`src/rtl/multicycle_control_if.sv`:
```
// Control-unit boundary of the multicycle MIPS datapath: IR fields and status in, selects and strobes out.
interface multicycle_control_if;
  logic [5:0] op;
  logic [5:0] funct;
  logic       zero;
  logic       mem_ready;
  logic       IorD;
  logic       MemWrite;
  logic       MemRead;
  logic       IRWrite;
  logic       RegDst;
  logic       MemtoReg;
  logic       RegWrite;
  logic       ALUSrcA;
  logic [1:0] ALUSrcB;
  logic [2:0] ALUControl;
  logic [1:0] PCSrc;
  logic       PCEn;
  logic       illegal;

  modport master (
    input  op, funct, zero, mem_ready,
    output IorD, MemWrite, MemRead, IRWrite, RegDst, MemtoReg, RegWrite,
           ALUSrcA, ALUSrcB, ALUControl, PCSrc, PCEn, illegal
  );

  modport slave (
    output op, funct, zero, mem_ready,
    input  IorD, MemWrite, MemRead, IRWrite, RegDst, MemtoReg, RegWrite,
           ALUSrcA, ALUSrcB, ALUControl, PCSrc, PCEn, illegal
  );
endinterface

```
`src/rtl/multicycle_control.sv`:
```
// Multicycle MIPS main control FSM: one state register, every control output decoded combinationally.
module multicycle_control (
  input  logic                   clk,
  input  logic                   reset,
  multicycle_control_if.master   bus
);
  typedef enum logic [3:0] {
    S_FETCH, S_DECODE, S_MEMADR, S_MEMRD, S_MEMWB, S_MEMWR,
    S_RTYPEEX, S_RTYPEWB, S_BEQEX, S_ADDIEX, S_ADDIWB, S_JEX
  } state_t;

  localparam logic [5:0] OP_R    = 6'b000000;
  localparam logic [5:0] OP_LW   = 6'b100011;
  localparam logic [5:0] OP_SW   = 6'b101011;
  localparam logic [5:0] OP_BEQ  = 6'b000100;
  localparam logic [5:0] OP_ADDI = 6'b001000;
  localparam logic [5:0] OP_J    = 6'b000010;

  localparam logic [2:0] ALU_ADD = 3'b010;
  localparam logic [2:0] ALU_SUB = 3'b110;

  state_t     r_state, w_next;
  logic       w_iord, w_memwrite, w_memread, w_irwrite, w_regdst, w_memtoreg, w_regwrite;
  logic       w_alusrca, w_pcwrite, w_branch, w_illegal;
  logic [1:0] w_alusrcb, w_pcsrc;
  logic [2:0] w_aluctl;

  always_ff @(posedge clk or posedge reset) begin
    if (reset) r_state <= S_FETCH;
    else       r_state <= w_next;
  end

  always_comb begin
    w_next     = r_state;
    w_iord     = 1'b0;
    w_memwrite = 1'b0;
    w_memread  = 1'b0;
    w_irwrite  = 1'b0;
    w_regdst   = 1'b0;
    w_memtoreg = 1'b0;
    w_regwrite = 1'b0;
    w_alusrca  = 1'b0;
    w_alusrcb  = 2'b00;
    w_aluctl   = ALU_ADD;
    w_pcsrc    = 2'b00;
    w_pcwrite  = 1'b0;
    w_branch   = 1'b0;
    w_illegal  = 1'b0;
    case (r_state)
      S_FETCH: begin
        w_memread = 1'b1;
        w_alusrcb = 2'b01;
        if (bus.mem_ready) begin
          w_irwrite = 1'b1;
          w_pcwrite = 1'b1;
          w_next    = S_DECODE;
        end
      end
      S_DECODE: begin
        w_alusrcb = 2'b11;
        case (bus.op)
          OP_LW, OP_SW: w_next = S_MEMADR;
          OP_R:         w_next = S_RTYPEEX;
          OP_BEQ:       w_next = S_BEQEX;
          OP_ADDI:      w_next = S_ADDIEX;
          OP_J:         w_next = S_JEX;
          default: begin
            w_illegal = 1'b1;
            w_next    = S_FETCH;
          end
        endcase
      end
      S_MEMADR: begin
        w_alusrca = 1'b1;
        w_alusrcb = 2'b10;
        w_next    = (bus.op == OP_SW) ? S_MEMWR : S_MEMRD;
      end
      S_MEMRD: begin
        w_memread = 1'b1;
        w_iord    = 1'b1;
        if (bus.mem_ready) w_next = S_MEMWB;
      end
      S_MEMWB: begin
        w_memtoreg = 1'b1;
        w_regwrite = 1'b1;
        w_next     = S_FETCH;
      end
      S_MEMWR: begin
        w_memwrite = 1'b1;
        w_iord     = 1'b1;
        if (bus.mem_ready) w_next = S_FETCH;
      end
      S_RTYPEEX: begin
        w_alusrca = 1'b1;
        case (bus.funct)
          6'b100000: w_aluctl = 3'b010;
          6'b100010: w_aluctl = 3'b110;
          6'b100100: w_aluctl = 3'b000;
          6'b100101: w_aluctl = 3'b001;
          6'b101010: w_aluctl = 3'b111;
          default:   w_illegal = 1'b1;
        endcase
        w_next = S_RTYPEWB;
      end
      S_RTYPEWB: begin
        w_regdst   = 1'b1;
        w_regwrite = 1'b1;
        w_next     = S_FETCH;
      end
      S_BEQEX: begin
        w_alusrca = 1'b1;
        w_aluctl  = ALU_SUB;
        w_branch  = 1'b1;
        w_pcsrc   = 2'b01;
        w_next    = S_FETCH;
      end
      S_ADDIEX: begin
        w_alusrca = 1'b1;
        w_alusrcb = 2'b10;
        w_next    = S_ADDIWB;
      end
      S_ADDIWB: begin
        w_regwrite = 1'b1;
        w_next     = S_FETCH;
      end
      S_JEX: begin
        w_pcsrc   = 2'b10;
        w_pcwrite = 1'b1;
        w_next    = S_FETCH;
      end
      default: w_next = S_FETCH;
    endcase
    // Reset is asynchronous, so strobes are masked combinationally while it is held.
    if (reset) begin
      w_memwrite = 1'b0;
      w_memread  = 1'b0;
      w_irwrite  = 1'b0;
      w_regwrite = 1'b0;
      w_pcwrite  = 1'b0;
      w_branch   = 1'b0;
      w_illegal  = 1'b0;
    end
  end

  assign bus.IorD       = w_iord;
  assign bus.MemWrite   = w_memwrite;
  assign bus.MemRead    = w_memread;
  assign bus.IRWrite    = w_irwrite;
  assign bus.RegDst     = w_regdst;
  assign bus.MemtoReg   = w_memtoreg;
  assign bus.RegWrite   = w_regwrite;
  assign bus.ALUSrcA    = w_alusrca;
  assign bus.ALUSrcB    = w_alusrcb;
  assign bus.ALUControl = w_aluctl;
  assign bus.PCSrc      = w_pcsrc;
  assign bus.PCEn       = w_pcwrite | (w_branch & bus.zero);
  assign bus.illegal    = w_illegal;
endmodule

```
`src/flat_wrapper.sv`:
```
// flat-port wrapper written by rule: the top's interface ports become plain ports
module multicycle_control_flat 
  (clk, reset, bus_op, bus_funct, bus_zero, bus_mem_ready, bus_IorD, bus_MemWrite, bus_MemRead, bus_IRWrite, bus_RegDst, bus_MemtoReg, bus_RegWrite, bus_ALUSrcA, bus_ALUSrcB, bus_ALUControl, bus_PCSrc, bus_PCEn, bus_illegal);
  multicycle_control_if bus_i ();
  input  logic clk;
  input  logic reset;
  input wire logic [$bits(bus_i.op)-1:0] bus_op;
  input wire logic [$bits(bus_i.funct)-1:0] bus_funct;
  input wire logic [$bits(bus_i.zero)-1:0] bus_zero;
  input wire logic [$bits(bus_i.mem_ready)-1:0] bus_mem_ready;
  output wire logic [$bits(bus_i.IorD)-1:0] bus_IorD;
  output wire logic [$bits(bus_i.MemWrite)-1:0] bus_MemWrite;
  output wire logic [$bits(bus_i.MemRead)-1:0] bus_MemRead;
  output wire logic [$bits(bus_i.IRWrite)-1:0] bus_IRWrite;
  output wire logic [$bits(bus_i.RegDst)-1:0] bus_RegDst;
  output wire logic [$bits(bus_i.MemtoReg)-1:0] bus_MemtoReg;
  output wire logic [$bits(bus_i.RegWrite)-1:0] bus_RegWrite;
  output wire logic [$bits(bus_i.ALUSrcA)-1:0] bus_ALUSrcA;
  output wire logic [$bits(bus_i.ALUSrcB)-1:0] bus_ALUSrcB;
  output wire logic [$bits(bus_i.ALUControl)-1:0] bus_ALUControl;
  output wire logic [$bits(bus_i.PCSrc)-1:0] bus_PCSrc;
  output wire logic [$bits(bus_i.PCEn)-1:0] bus_PCEn;
  output wire logic [$bits(bus_i.illegal)-1:0] bus_illegal;
  assign bus_i.op = bus_op;
  assign bus_i.funct = bus_funct;
  assign bus_i.zero = bus_zero;
  assign bus_i.mem_ready = bus_mem_ready;
  assign bus_IorD = bus_i.IorD;
  assign bus_MemWrite = bus_i.MemWrite;
  assign bus_MemRead = bus_i.MemRead;
  assign bus_IRWrite = bus_i.IRWrite;
  assign bus_RegDst = bus_i.RegDst;
  assign bus_MemtoReg = bus_i.MemtoReg;
  assign bus_RegWrite = bus_i.RegWrite;
  assign bus_ALUSrcA = bus_i.ALUSrcA;
  assign bus_ALUSrcB = bus_i.ALUSrcB;
  assign bus_ALUControl = bus_i.ALUControl;
  assign bus_PCSrc = bus_i.PCSrc;
  assign bus_PCEn = bus_i.PCEn;
  assign bus_illegal = bus_i.illegal;
  multicycle_control u_core (.clk(clk), .reset(reset), .bus(bus_i));
endmodule
```
`config.mk`:
```
export PLATFORM = sky130hd
export DESIGN_NAME = multicycle_control_flat
export DESIGN_NICKNAME = d
export VERILOG_FILES = /design/src/rtl/multicycle_control_if.sv /design/src/rtl/multicycle_control.sv /design/src/flat_wrapper.sv
export SDC_FILE = /design/constraint.sdc
export NUM_CORES = 1
export LEC_CHECK = 0
export ABC_CLOCK_PERIOD_IN_PS = 3300
export BUFFER_PORTS_ARGS = -buffer_cell sky130_fd_sc_hd__buf_2
export CORE_MARGIN = 5
export CORE_UTILIZATION = 45
export DETAILED_ROUTE_END_ITERATION = 6
export HOLD_SLACK_MARGIN = 0.15
export PLACE_DENSITY = 0.93
export SKIP_CTS_REPAIR_TIMING = 1
export SYNTH_ARGS = -nofsm -noshare
export SYNTH_HDL_FRONTEND = slang
export SYNTH_SLANG_ARGS = --single-unit
```
`constraint.sdc`:
```
create_clock -name clk -period 3.3 [get_ports clk]
set_clock_uncertainty 0.05 [all_clocks]
set_input_delay 0.66 -clock clk [delete_from_list [all_inputs] [get_ports clk]]
set_output_delay 0.66 -clock clk [all_outputs]
set_load 0.005 [all_outputs]
```
# Word-level counts from Yosys, hierarchy flattened
# Index checks and enable logic that the tools add are counted.
[word_totals]
regBits = 4
inputBits = 16
out_inout_bits = 17
[classes]
n_eq_ne = 24
n_mux = 31
bitwise = 2
n_reduce_logical = 11
[ops]
columns = ["operator", "n"]
rows = [
  ["6-bit == test (second input constant)", 7],
  ["4-bit case mux with 7 select lines", 1],
  ["4-bit case mux with 5 select lines", 1],
  ["1-bit two-way mux", 19],
  ["4-bit by 3-bit == test with 1-bit output (second input constant)", 4],
  ["4-bit == test (second input constant)", 4],
  ["4-bit two-way mux", 3],
  ["3-bit case mux with 4 select lines", 1],
  ["4-bit by 2-bit == test with 1-bit output (second input constant)", 2],
  ["2-bit OR reduction", 4],
  ["6-bit by 2-bit == test with 1-bit output (second input constant)", 1],
  ["6-bit by 3-bit == test with 1-bit output (second input constant)", 1],
  ["6-bit by 4-bit == test with 1-bit output (second input constant)", 1],
  ["6-bit logical NOT", 1],
  ["2-bit != test (second input constant)", 3],
  ["2-bit case mux with 3 select lines", 1],
  ["3-bit case mux with 2 select lines", 1],
  ["6-bit OR reduction", 1],
  ["5-bit OR reduction", 1],
  ["4-bit by 1-bit == test with 1-bit output (second input constant)", 1],
  ["4-bit logical NOT", 1],
  ["1-bit case mux with 2 select lines", 2],
  ["2-bit case mux with 2 select lines", 1],
  ["4-bit OR reduction", 1],
  ["other kinds (5)", 5],
]

# Longest topological paths before layout
# Gate-level depths: netlist (run 1).
[logic_depth]
word_depth = 5
mapped_depth = 5
ltp_nobuf = 4

# Worst setup path after synthesis (run 1)
# No wires, ideal clock.
[synth_path]
path_type = "input to output"
start = "in bus_funct[4]"
end = "out bus_ALUControl[1]"
arrival_time_ns = 1.382
slack_ns = 1.208
stages = 3
path_cell_list = "nand2b_1 -> or4_1 -> nand2b_1"
[synth_between]
elab_chain_cells = 3
elab_cells_between_ends = 6
classes_between = "4 x eq/ne; 2 x mux"
[synth_lines]
columns = ["element", "line_no", "text"]
rows = [
  ["start: declaration", "flat_wrapper.sv:8", "input wire logic [$bits(bus_i.funct)-1:0] bus_funct;"],
  ["6-bit == test", "multicycle_control.sv:95", "case (bus.funct)"],
  ["3-bit case mux with 4 select lines *", "multicycle_control.sv:95", ""],
  ["3-bit case mux with 2 select lines *", "multicycle_control.sv:49", "case (r_state)"],
  ["end: declaration", "flat_wrapper.sv:20", "output wire logic [$bits(bus_i.ALUControl)-1:0] bus_ALUControl;"],
]
# Mark *: on every way between the ends. The rest lies on a longest branch, timed or not.

# Final worst setup path (run 1)
[layout_path]
start = "reg u_core.r_state[2]"
end = "out bus_ALUControl[1]"
[layout_between]
elab_chain_cells = 2
elab_cells_between_ends = 3
classes_between = "2 x eq/ne; 1 x mux"
[layout_lines]
columns = ["element", "line_no", "text"]
rows = [
  ["start: declaration", "multicycle_control.sv:22", "state_t r_state, w_next;"],
  ["start signal: assignment", "multicycle_control.sv:30", "else r_state <= w_next;"],
  ["4-bit == test / 4-bit by 3-bit == test with 1-bit output (equally long branches)", "multicycle_control.sv:49", ""],
  ["3-bit case mux with 2 select lines *", "multicycle_control.sv:49", ""],
]
# Marks and branches as above.

==> results.sh, run 1 <==
export IMPL_drc=0
export IMPL_reg2reg_slack_ns=1.63
export IMPL_viasPerCell=5.830
export IMPL_finalHoldViolCount=0
export IMPL_tightest_slew_ns=0.5489
export IMPL_ys_top_cells_by_area="dfrtp_1 17%, nand2b_1 10%, nor3_1 8.3%"
export IMPL_final_area_um2=777.0
export IMPL_drive_above_1_share=0.3167
export IMPL_synth_seq_area_share=0.1663
export IMPL_grt_max_degree=21
export IMPL_crit_arrival_ns=1.88
export IMPL_ant_nets=0
export IMPL_slew_limit_headroom=0.6341
export IMPL_wl_met3_um=145
export IMPL_cts_root_buf="clkbuf_4"
export IMPL_end_kind="output port"
export IMPL_dpl_cell_area_um2=754.5
export IMPL_antenna_found_initial=0
export IMPL_finalSetupViolations=0
export IMPL_drt_pass1_iter_count=4
export IMPL_die_area_mm2=0.002169
export IMPL_final_max_slew_viol_count=0
export IMPL_port_buffers=32
export IMPL_overflow=0
export IMPL_die_h_um=46.57
export IMPL_cts_tree="done"
export IMPL_crit_path_start_kind="flop"
export IMPL_status="finished clean"
export IMPL_highest_layer="met3"
export IMPL_core_area_mm2=0.001285
export IMPL_die_w_um=46.57
export IMPL_h_tree_depth=1
export IMPL_irDropWorstVdd_uv=268.0
export IMPL_synth_area_leader_cell="dfrtp_1"
export IMPL_synth_compound_area_frac=0.2516
export IMPL_area_growth_pct=29.11
export IMPL_setup_tns_ns=0
export IMPL_yosys_warnings=0
export IMPL_drtIter0Drc=21
export IMPL_crit_type="flop to output port"
export IMPL_cap_viol_max_count=0
export IMPL_synthCells=91
export IMPL_grt_pass1_vias=688
export IMPL_yosys_area_share_simple=0.4220
export IMPL_ys_types=32
export IMPL_drt_total_wl_um=1724
export IMPL_routabilityCongestion=0.8496
export IMPL_cts_buffers=3
export IMPL_synth_top_area_share=0.1663
export IMPL_syn_nets=107
export IMPL_clock_latency_ns=0.23
export IMPL_hp_class="input port to async pin"
export IMPL_vias=787
export IMPL_critPathSlowestCell="dfrtp_1"
export IMPL_regMostFlops="u_core.r_state"
export IMPL_synth_fa_ha_area_frac=0
export IMPL_clock_sinks=4
export IMPL_io_pins=33
export IMPL_muxShareOfSynthArea=0.04990
export IMPL_nNetsFinal=138
export IMPL_grt_usage=0.1821
export IMPL_synth_top_family_by_area="simple AND/OR/NAND/NOR gates"
export IMPL_dp_hpwl_um=1332
export IMPL_wl_per_cell_um=12.77
export IMPL_rsz0062_at_grt="false"
export IMPL_cp_max_fo=20
export IMPL_whs_ns=0.3337
export IMPL_avgSynthCellArea_um2=6.613
export IMPL_wl_met2_um=855
export IMPL_path_cells="nand2_1 > or4_1 > nand2b_1 > buf_2"
export IMPL_synth_most_common_cell="nor2_1"
export IMPL_cp_data_required_time_ns=2.59
export IMPL_largest_reg_flops=4
export IMPL_synth_seq_cells=4
export IMPL_synth_edff_count=0
export IMPL_path_clk_slew_ns=0.04
export IMPL_start_util=0.4684
export IMPL_async_flop_share=1.000
export IMPL_top_regs="u_core.r_state: 4 flops"
export IMPL_power_density_mw_per_mm2=454.2
export IMPL_clockBufferDepth=2
export IMPL_syn_area_um2=601.8
export IMPL_diodes=0
export IMPL_synth_common_cells="12 x nor2_1, 10 x nand2b_1, 10 x nor3_1"
export IMPL_finalCritPeriodShare=0.7855
export IMPL_grt_pass1_wl_um=2904
export IMPL_synthXorXnorAreaFrac=0.02911
export IMPL_rows=13
export IMPL_crit_path_max_incr_delay_ns=0.68
export IMPL_met1_length_um=723
export IMPL_synth_flop_cell="dfrtp_1"
export IMPL_clock_fmax_mhz=385.8
export IMPL_fin_crit_ns=2.592
export IMPL_leakage_nw=0.3676
-- logic make-up (layout without fill, tap and decap cells) --
logic type,count (synthesis),count (layout)
buffers and inverters,12,41
AND/OR/NAND/NOR,47,47
AO/OA/AOI/OAI,23,23
XOR/XNOR,2,2
flip-flops,4,4
multiplexers,3,3
-- power by group --
group          switching, W  internal, W  leakage [nW]
logic             0.0000929    0.0000971         0.300
registers         0.0000461    0.0000587        0.0533
clock network     0.0000176    0.0000405        0.0138
-- layout make-up --
type | instances | area [um2]
Clock buffer | 3 | 22.52
Timing Repair Buffer | 32 | 160.2
Inverter | 6 | 22.52
Multi-Input combinational cell | 75 | 452.9
Tap cell | 15 | 18.77
Fill cell | 120 | 508.0
Sequential cell | 4 | 100.1
-- path summary, 6_finish.rpt --
path | startpoint | endpoint | cells past startpoint
max | u_core.r_state[2]$_DFFE_PP0P_ | bus_ALUControl[1] | 4
min | reset | u_core.r_state[1]$_DFFE_PP0P_ | 2
max reg2reg | u_core.r_state[0]$_DFFE_PP0P_ | u_core.r_state[2]$_DFFE_PP0P_ | 4
min reg2reg | u_core.r_state[3]$_DFFE_PP0P_ | u_core.r_state[0]$_DFFE_PP0P_ | 1
max in group asynchronous | reset | u_core.r_state[0]$_DFFE_PP0P_ | 2
min in group clk | bus_op[1] | u_core.r_state[3]$_DFFE_PP0P_ | 3
-- worst max-delay path: cells and delay by family, from the launching register on --
kind	cells	cell delay (ns)
buffers and inverters	1	0.13
DFF	1	0.68
and+or+nand+nor	3	0.84
-- per-layer routing --
layer	track usage	vias to the layer above
met5	0	-
met4	0.01136	0
met3	0.05859	0
li1	-	388
met1	0.2361	361
met2	0.3049	38
-- stage by stage --
step / worst slack (ns) / instances / utilization / power, W
floorplan: 1.208 / 91 / - / 0.0002299
global placement: 0.9916 / 132 / 0.5871 / 0.0002851
detailed placement: 0.9577 / 132 / 0.5871 / 0.0002917
CTS: 0.7218 / 135 / 0.6047 / 0.0003551
global route: 0.5691 / 135 / 0.6047 / 0.0003937
finish: 0.7077 / 135 / 0.6047 / 0.0003529
-- layout by cell type (no fill, tap or decap) --
cell,synthesis,final
nand3_1,2,2
a31o_2,1,1
mux2i_1,3,3
nor3_1,10,10
xor2_1,2,2
and4_1,1,1
nor4_1,1,1
and3_1,2,2
inv_1,6,6
buf_2,3,32
a221oi_1,1,1
a31oi_1,2,2
clkbuf_4,0,3
nand4_1,2,2
a211oi_1,1,1
a21oi_1,8,8
a211o_1,1,1
or3b_4,1,1
nor2_1,12,12
nand2b_1,10,10
a31oi_2,1,1
o21bai_1,1,1
a2bb2oi_1,1,1
dfrtp_1,4,4
nand2_1,3,3
nor3b_1,1,1
or4_1,1,1
o22ai_1,3,3
nand4b_1,1,1
o21a_1,1,1
o21ai_0,2,2
Power figures use the tool's default switching activity.
==> inputs of run 2 (changes only) <==
ABC_AREA = 1   (was unset)
ABC_CLOCK_PERIOD_IN_PS = 2120   (was 3300)
CORE_UTILIZATION = 39   (was 45)
PLACE_DENSITY = 0.86   (was 0.93)
clock period = 2.12 ns   (was 3.3 ns; I/O delays follow)
==> results.sh, run 2 <==
export IMPL_rsz0062_at_grt="false"
export IMPL_cts_buffers=3
export IMPL_top_regs="u_core.r_state: 4 flops"
export IMPL_drt_pass1_iter_count=4
export IMPL_synth_top_area_share=0.2134
export IMPL_power_density_mw_per_mm2=863.4
export IMPL_synth_seq_cells=4
export IMPL_ant_nets=0
export IMPL_multiInputGateArea_um2=396.6
export IMPL_final_common_cell="nand2_1"
export IMPL_crit_buf_inv=5
export IMPL_drive_above_1_share=0.2658
export IMPL_drt_total_wl_um=1836
export IMPL_viasPerCell=4.983
export IMPL_synth_area_leader_cell="nand2_1"
export IMPL_nFillCells=165
export IMPL_intPower_w=0.0003522
export IMPL_finalHoldViolCount=0
export IMPL_hp_class="input port to flop"
export IMPL_leakage_nw=0.5636
export IMPL_status="finished clean"
export IMPL_clock_fmax_mhz=498.2
export IMPL_wl_per_cell_um=10.55
export IMPL_grt_max_degree=7
export IMPL_antenna_found_initial=0
export IMPL_drc=0
export IMPL_power_switching_w=0.0003608
export IMPL_h_tree_depth=1
export IMPL_synth_seq_area_share=0.1674
export IMPL_synth_most_common_cell="nand2_1"
export IMPL_syn_nets=137
export IMPL_critPathSlowestCell="dlygate4sd3_1"
export IMPL_crit_arrival_ns=1.53
export IMPL_setup_tns_ns=0
export IMPL_met3_usage=0.03058
export IMPL_overflow=0
export IMPL_vias=867
export IMPL_reg2reg_slack_ns=0.72
export IMPL_crit_path_start_kind="input port"
export IMPL_power_share_sequential=0.184
export IMPL_rows=14
export IMPL_p_clk_frac=0.133
export IMPL_end_kind="output port"
export IMPL_regMostFlops="u_core.r_state"
export IMPL_tightest_slew_ns=0.3367
export IMPL_ys_top_cells_by_area="nand2_1 21%, inv_1 18%, dfrtp_1 17%"
export IMPL_routabilityCongestion=0.8750
export IMPL_reg2reg_from="u_core.r_state[2]$_DFFE_PP0P_"
export IMPL_crit_type="input port to output port"
export IMPL_async_flop_share=1.000
export IMPL_p_total_w=0.0007130
export IMPL_io_pins=33
export IMPL_crit_family="buffers and inverters"
export IMPL_switching_share=0.5061
export IMPL_crit_end="bus_RegWrite"
export IMPL_critical_path_cell_count=6
export IMPL_largest_reg_flops=4
export IMPL_grt_usage=0.1519
export IMPL_ys_types=16
export IMPL_cp_max_fo=6
export IMPL_syn_area_um2=598.1
export IMPL_finalCritPeriodShare=0.9468
export IMPL_final_cell_mix="34 x nand2_1, 32 x buf_2, 28 x inv_1"
export IMPL_synth_flop_cell="dfrtp_1"
export IMPL_synth_common_cells="34 x nand2_1, 28 x inv_1, 22 x nor2_1"
export IMPL_core_area_mm2=0.001489
export IMPL_avgSynthCellArea_um2=4.943
export IMPL_nNetsFinal=176
export IMPL_met2_usage=0.2725
export IMPL_comb_power_share=0.683
export IMPL_port_buffers=32
export IMPL_diodes=0
export IMPL_clock_sinks=4
export IMPL_grt_util_met1=0.1697
export IMPL_grt_pass1_vias=812
export IMPL_path_cells="dlygate4sd3_1 > buf_2 > inv_1 > o21ai_0 > inv_1 > buf_2"
export IMPL_synth_edff_count=0
export IMPL_cap_viol_max_count=0
export IMPL_worst_r2r_endpoint="u_core.r_state[2]$_DFFE_PP0P_"
export IMPL_area_growth_pct=38.08
export IMPL_r2r_cells=8
export IMPL_startpoint="reset"
export IMPL_start_util=0.4017
export IMPL_die_area_mm2=0.002417
export IMPL_fin_crit_ns=2.007
export IMPL_grt_pass1_wl_um=3118
export IMPL_slew_limit_headroom=0.7735
export IMPL_yosys_warnings=0
export IMPL_synthCells=121
export IMPL_busiest_layer="met2"
export IMPL_finalSetupViolations=0
export IMPL_die_w_um=49.16
export IMPL_clock_latency_ns=0.24
export IMPL_cts_root_buf="clkbuf_4"
export IMPL_dp_hpwl_um=1519
export IMPL_register_area_um2=100.1
export IMPL_cp_data_required_time_ns=1.65
export IMPL_clockBufferDepth=2
export IMPL_die_h_um=49.16
export IMPL_path_clk_slew_ns=0.04
export IMPL_drtIter0Drc=18
export IMPL_final_max_slew_viol_count=0
export IMPL_irDropWorstVdd_uv=500.3
export IMPL_cts_tree="done"
export IMPL_crit_path_max_incr_delay_ns=0.53
## run 2: cell types whose count changed after synthesis, moves of 5 or more
cell,before,now
nor2_1,12,22
o21ai_0,2,7
nor3_1,10,1
nand3_1,2,10
nand2b_1,10,0
inv_1,6,28
nand2_1,3,34
## run 2: cell type report
cell class                      count  share of cell area
Tap cell                           16             0.02424
Multi-Input combinational cell     88              0.4803
Timing Repair Buffer               34              0.2152
Inverter                           29              0.1318
Clock buffer                        3             0.02727
Sequential cell                     4              0.1212
## run 2: through the flow
stage                     worst slack (ns)  cell area, um2  hold WS (ns)    util  instances
after floorplan                     0.5470           598.1        0.1459       -        121
after detailed placement            0.3523           778.2        0.3289  0.5227        169
final                               0.1128           825.8        0.3510  0.5546        174
after global routing              0.007365           825.8        0.3836  0.5546        174
after CTS                          0.09835           800.8       0.08195  0.5378        172
after global placement              0.3709           778.2        0.3289  0.5227        169
## run 2: logic make-up (layout without fill, tap and decap cells)
group,after synthesis,count (layout),synth area share
buffers and inverters,29,66,0.1820
and+or+nand+nor,73,73,0.5188
AOI/OAI and AO/OA,15,15,0.1318
DFF,4,4,0.1674
## run 2: worst min-delay path by stage
stage,slack (ns),from,endpoint,depth (start not counted)
6_report,0.35,bus_mem_ready,u_core.r_state[2]$_DFFE_PP0P_,2
3_3_place_gp,0.33,reset,u_core.r_state[1]$_DFFE_PP0P_,2
4_1_cts,0.08,reset,u_core.r_state[2]$_DFFE_PP0P_,2
3_5_place_dp,0.33,reset,u_core.r_state[2]$_DFFE_PP0P_,2
2_1_floorplan,0.15,reset,u_core.r_state[0]$_DFFE_PP0P_,1
5_1_grt,0.38,bus_mem_ready,u_core.r_state[2]$_DFFE_PP0P_,2
## run 2: routing by layer
layer  vias up  part of all wire
li1        443                 -
met1       381              0.39
met2        41              0.51
met3         2             0.092
met4         0            0.0054
met5         -                 0
## run 2: power groups by stage
| stage | combinational (W) | sequential [W] | clock (W) |
|---|---|---|---|
| 3_3_place_gp | 0.000443 | 0.000128 | 0 |
| 4_1_cts | 0.000460 | 0.000130 | 0.0000972 |
| 2_1_floorplan | 0.000298 | 0.000126 | 0 |
| 3_5_place_dp | 0.000457 | 0.000131 | 0 |
| 6_report | 0.000487 | 0.000131 | 0.0000950 |
| 5_1_grt | 0.000550 | 0.000136 | 0.000105 |
==> inputs of run 3 (changes only) <==
ABC_AREA = unset   (was 1)
==> results.sh, run 3 (synthesis gave the netlist of run 1 again) <==
export IMPL_p_total_w=0.0005798
export IMPL_cts_tree="done"
export IMPL_start_util=0.4042
export IMPL_clock_fmax_mhz=504.8
export IMPL_vias=817
export IMPL_die_w_um=49.28
export IMPL_area_growth_pct=35.97
export IMPL_critPathSlowestCell="or4_1"
export IMPL_port_buffers=32
export IMPL_cap_viol_max_count=0
export IMPL_leakage_nw=0.3928
export IMPL_wl_per_cell_um=13.26
export IMPL_rsz0062_at_grt="false"
export IMPL_status="finished clean"
export IMPL_core_area_mm2=0.001489
export IMPL_r2r_cells=5
export IMPL_irDropWorstVdd_uv=483.7
export IMPL_power_density_mw_per_mm2=708.6
export IMPL_path_cells="or4_1 > nand2b_1 > buf_2"
export IMPL_tightest_slew_ns=0.3389
export IMPL_final_cell_mix="32 x buf_2, 12 x nor2_1, 10 x nor3_1, 10 x nand2b_1, 8 x a21oi_1"
export IMPL_rows=14
export IMPL_grt_max_degree=20
export IMPL_drt_total_wl_um=1870
export IMPL_drc=0
export IMPL_regMostFlops="u_core.r_state"
export IMPL_final_common_cell="buf_2"
export IMPL_ant_nets=0
export IMPL_path_clk_slew_ns=0.04
export IMPL_grt_pass1_vias=724
export IMPL_cp_max_fo=3
export IMPL_end_kind="output port"
export IMPL_clock_sinks=4
export IMPL_largest_reg_flops=4
export IMPL_crit_path_max_incr_delay_ns=0.58
export IMPL_crit_buf_inv=1
export IMPL_crit_family="simple AND/OR/NAND/NOR gates"
export IMPL_cts_buffers=3
export IMPL_nNetsFinal=143
export IMPL_fin_crit_ns=1.981
export IMPL_finalHoldViolCount=0
export IMPL_critical_path_cell_count=3
export IMPL_finalCritPeriodShare=0.9345
export IMPL_clock_latency_ns=0.24
export IMPL_final_max_slew_viol_count=0
export IMPL_h_tree_depth=1
export IMPL_crit_path_start_kind="flop"
export IMPL_die_h_um=49.28
export IMPL_slew_limit_headroom=0.7723
export IMPL_antenna_found_initial=0
export IMPL_crit_arrival_ns=1.51
export IMPL_min_path_cells=3
export IMPL_hp_class="input port to flop"
export IMPL_finalSetupViolations=0
export IMPL_viasPerCell=5.794
export IMPL_setup_tns_ns=0
export IMPL_routabilityCongestion=0.8448
export IMPL_grt_usage=0.1574
export IMPL_overflow=0
export IMPL_diodes=0
export IMPL_cp_data_required_time_ns=1.65
export IMPL_die_area_mm2=0.002429
export IMPL_top_regs="u_core.r_state: 4 flops"
export IMPL_drtIter0Drc=40
export IMPL_reg2reg_slack_ns=0.55
export IMPL_drt_pass1_iter_count=4
export IMPL_io_pins=33
export IMPL_clockBufferDepth=2
export IMPL_drive_above_1_share=0.3360
export IMPL_cts_root_buf="clkbuf_4"
export IMPL_dp_hpwl_um=1472
export IMPL_crit_type="flop to output port"
export IMPL_grt_pass1_wl_um=3063
-- run 3: cell count changes in the layout (fill, tap and decap cells not counted), moves of 3 or more --
| cell | change |
|---|---|
| nand2_1 | -31 |
| inv_1 | -22 |
| nand2b_1 | +10 |
| nor2_1 | -9 |
| nor3_1 | +9 |
| nand3_1 | -8 |
| o21ai_0 | -5 |
| buf_4 | +3 |
| mux2i_1 | +3 |
| o22ai_1 | +3 |
-- run 3: worst paths after layout --
kind                                          startpoint                       endpoint
min reg2reg                u_core.r_state[3]$_DFFE_PP0P_  u_core.r_state[0]$_DFFE_PP0P_
max reg2reg                u_core.r_state[1]$_DFFE_PP0P_  u_core.r_state[2]$_DFFE_PP0P_
min in group asynchronous                          reset  u_core.r_state[0]$_DFFE_PP0P_
max                        u_core.r_state[3]$_DFFE_PP0P_              bus_ALUControl[1]
min                                            bus_op[1]  u_core.r_state[3]$_DFFE_PP0P_
max in group asynchronous                          reset  u_core.r_state[2]$_DFFE_PP0P_
-- run 3: power by group --
| part | switching, W | total, W | internal [W] |
|---|---|---|---|
| clock | 0.0000313 | 0.0000946 | 0.0000633 |
| sequential | 0.00000844 | 0.000101 | 0.0000924 |
| combinational | 0.000212 | 0.000384 | 0.000173 |
| total | 0.000251 | 0.000580 | 0.000328 |
-- run 3: final cells by class --
| cell class | count | area (um2) |
|---|---|---|
| inverters | 6 | 22.52 |
| fillers | 159 | 670.6 |
| clock buffers | 3 | 22.52 |
| well taps | 16 | 20.02 |
| multi-input cells | 75 | 452.9 |
| repair buffers | 37 | 200.2 |
| flip-flops and latches | 4 | 100.1 |
-- run 3: stage by stage --
| step | hold slack (ns) | worst slack, ns | instances | util | area, um2 |
|---|---|---|---|---|---|
| 2_1_floorplan | 0.1621 | 0.4238 | 91 | - | 601.8 |
| 3_3_place_gp | 0.3336 | 0.2855 | 137 | 0.5277 | 785.8 |
| 3_5_place_dp | 0.3373 | 0.2145 | 137 | 0.5277 | 785.8 |
| 4_1_cts | 0.08196 | 0.1463 | 140 | 0.5429 | 808.3 |
| 5_1_grt | 0.4604 | 0.05961 | 141 | 0.5496 | 818.3 |
| 6_report | 0.4347 | 0.1389 | 141 | 0.5496 | 818.3 |
-- run 3: worst reg2reg max path, delay by kind of cell (launching register included) --
kind | cells | cell delay, ns
simple gates | 2 | 0.62
flops | 1 | 0.36
compound gates | 2 | 0.26
buf+inv | 1 | 0.19
-- run 3: layer usage --
| metal | GRT usage | wire (um) | vias to the layer above |
|---|---|---|---|
| li1 | - | - | 401 |
| met1 | 0.1971 | 801 | 376 |
| met2 | 0.2511 | 893 | 38 |
| met3 | 0.03976 | 151 | 2 |
| met4 | 0.06726 | 23 | 0 |
| met5 | 0 | 0 | - |
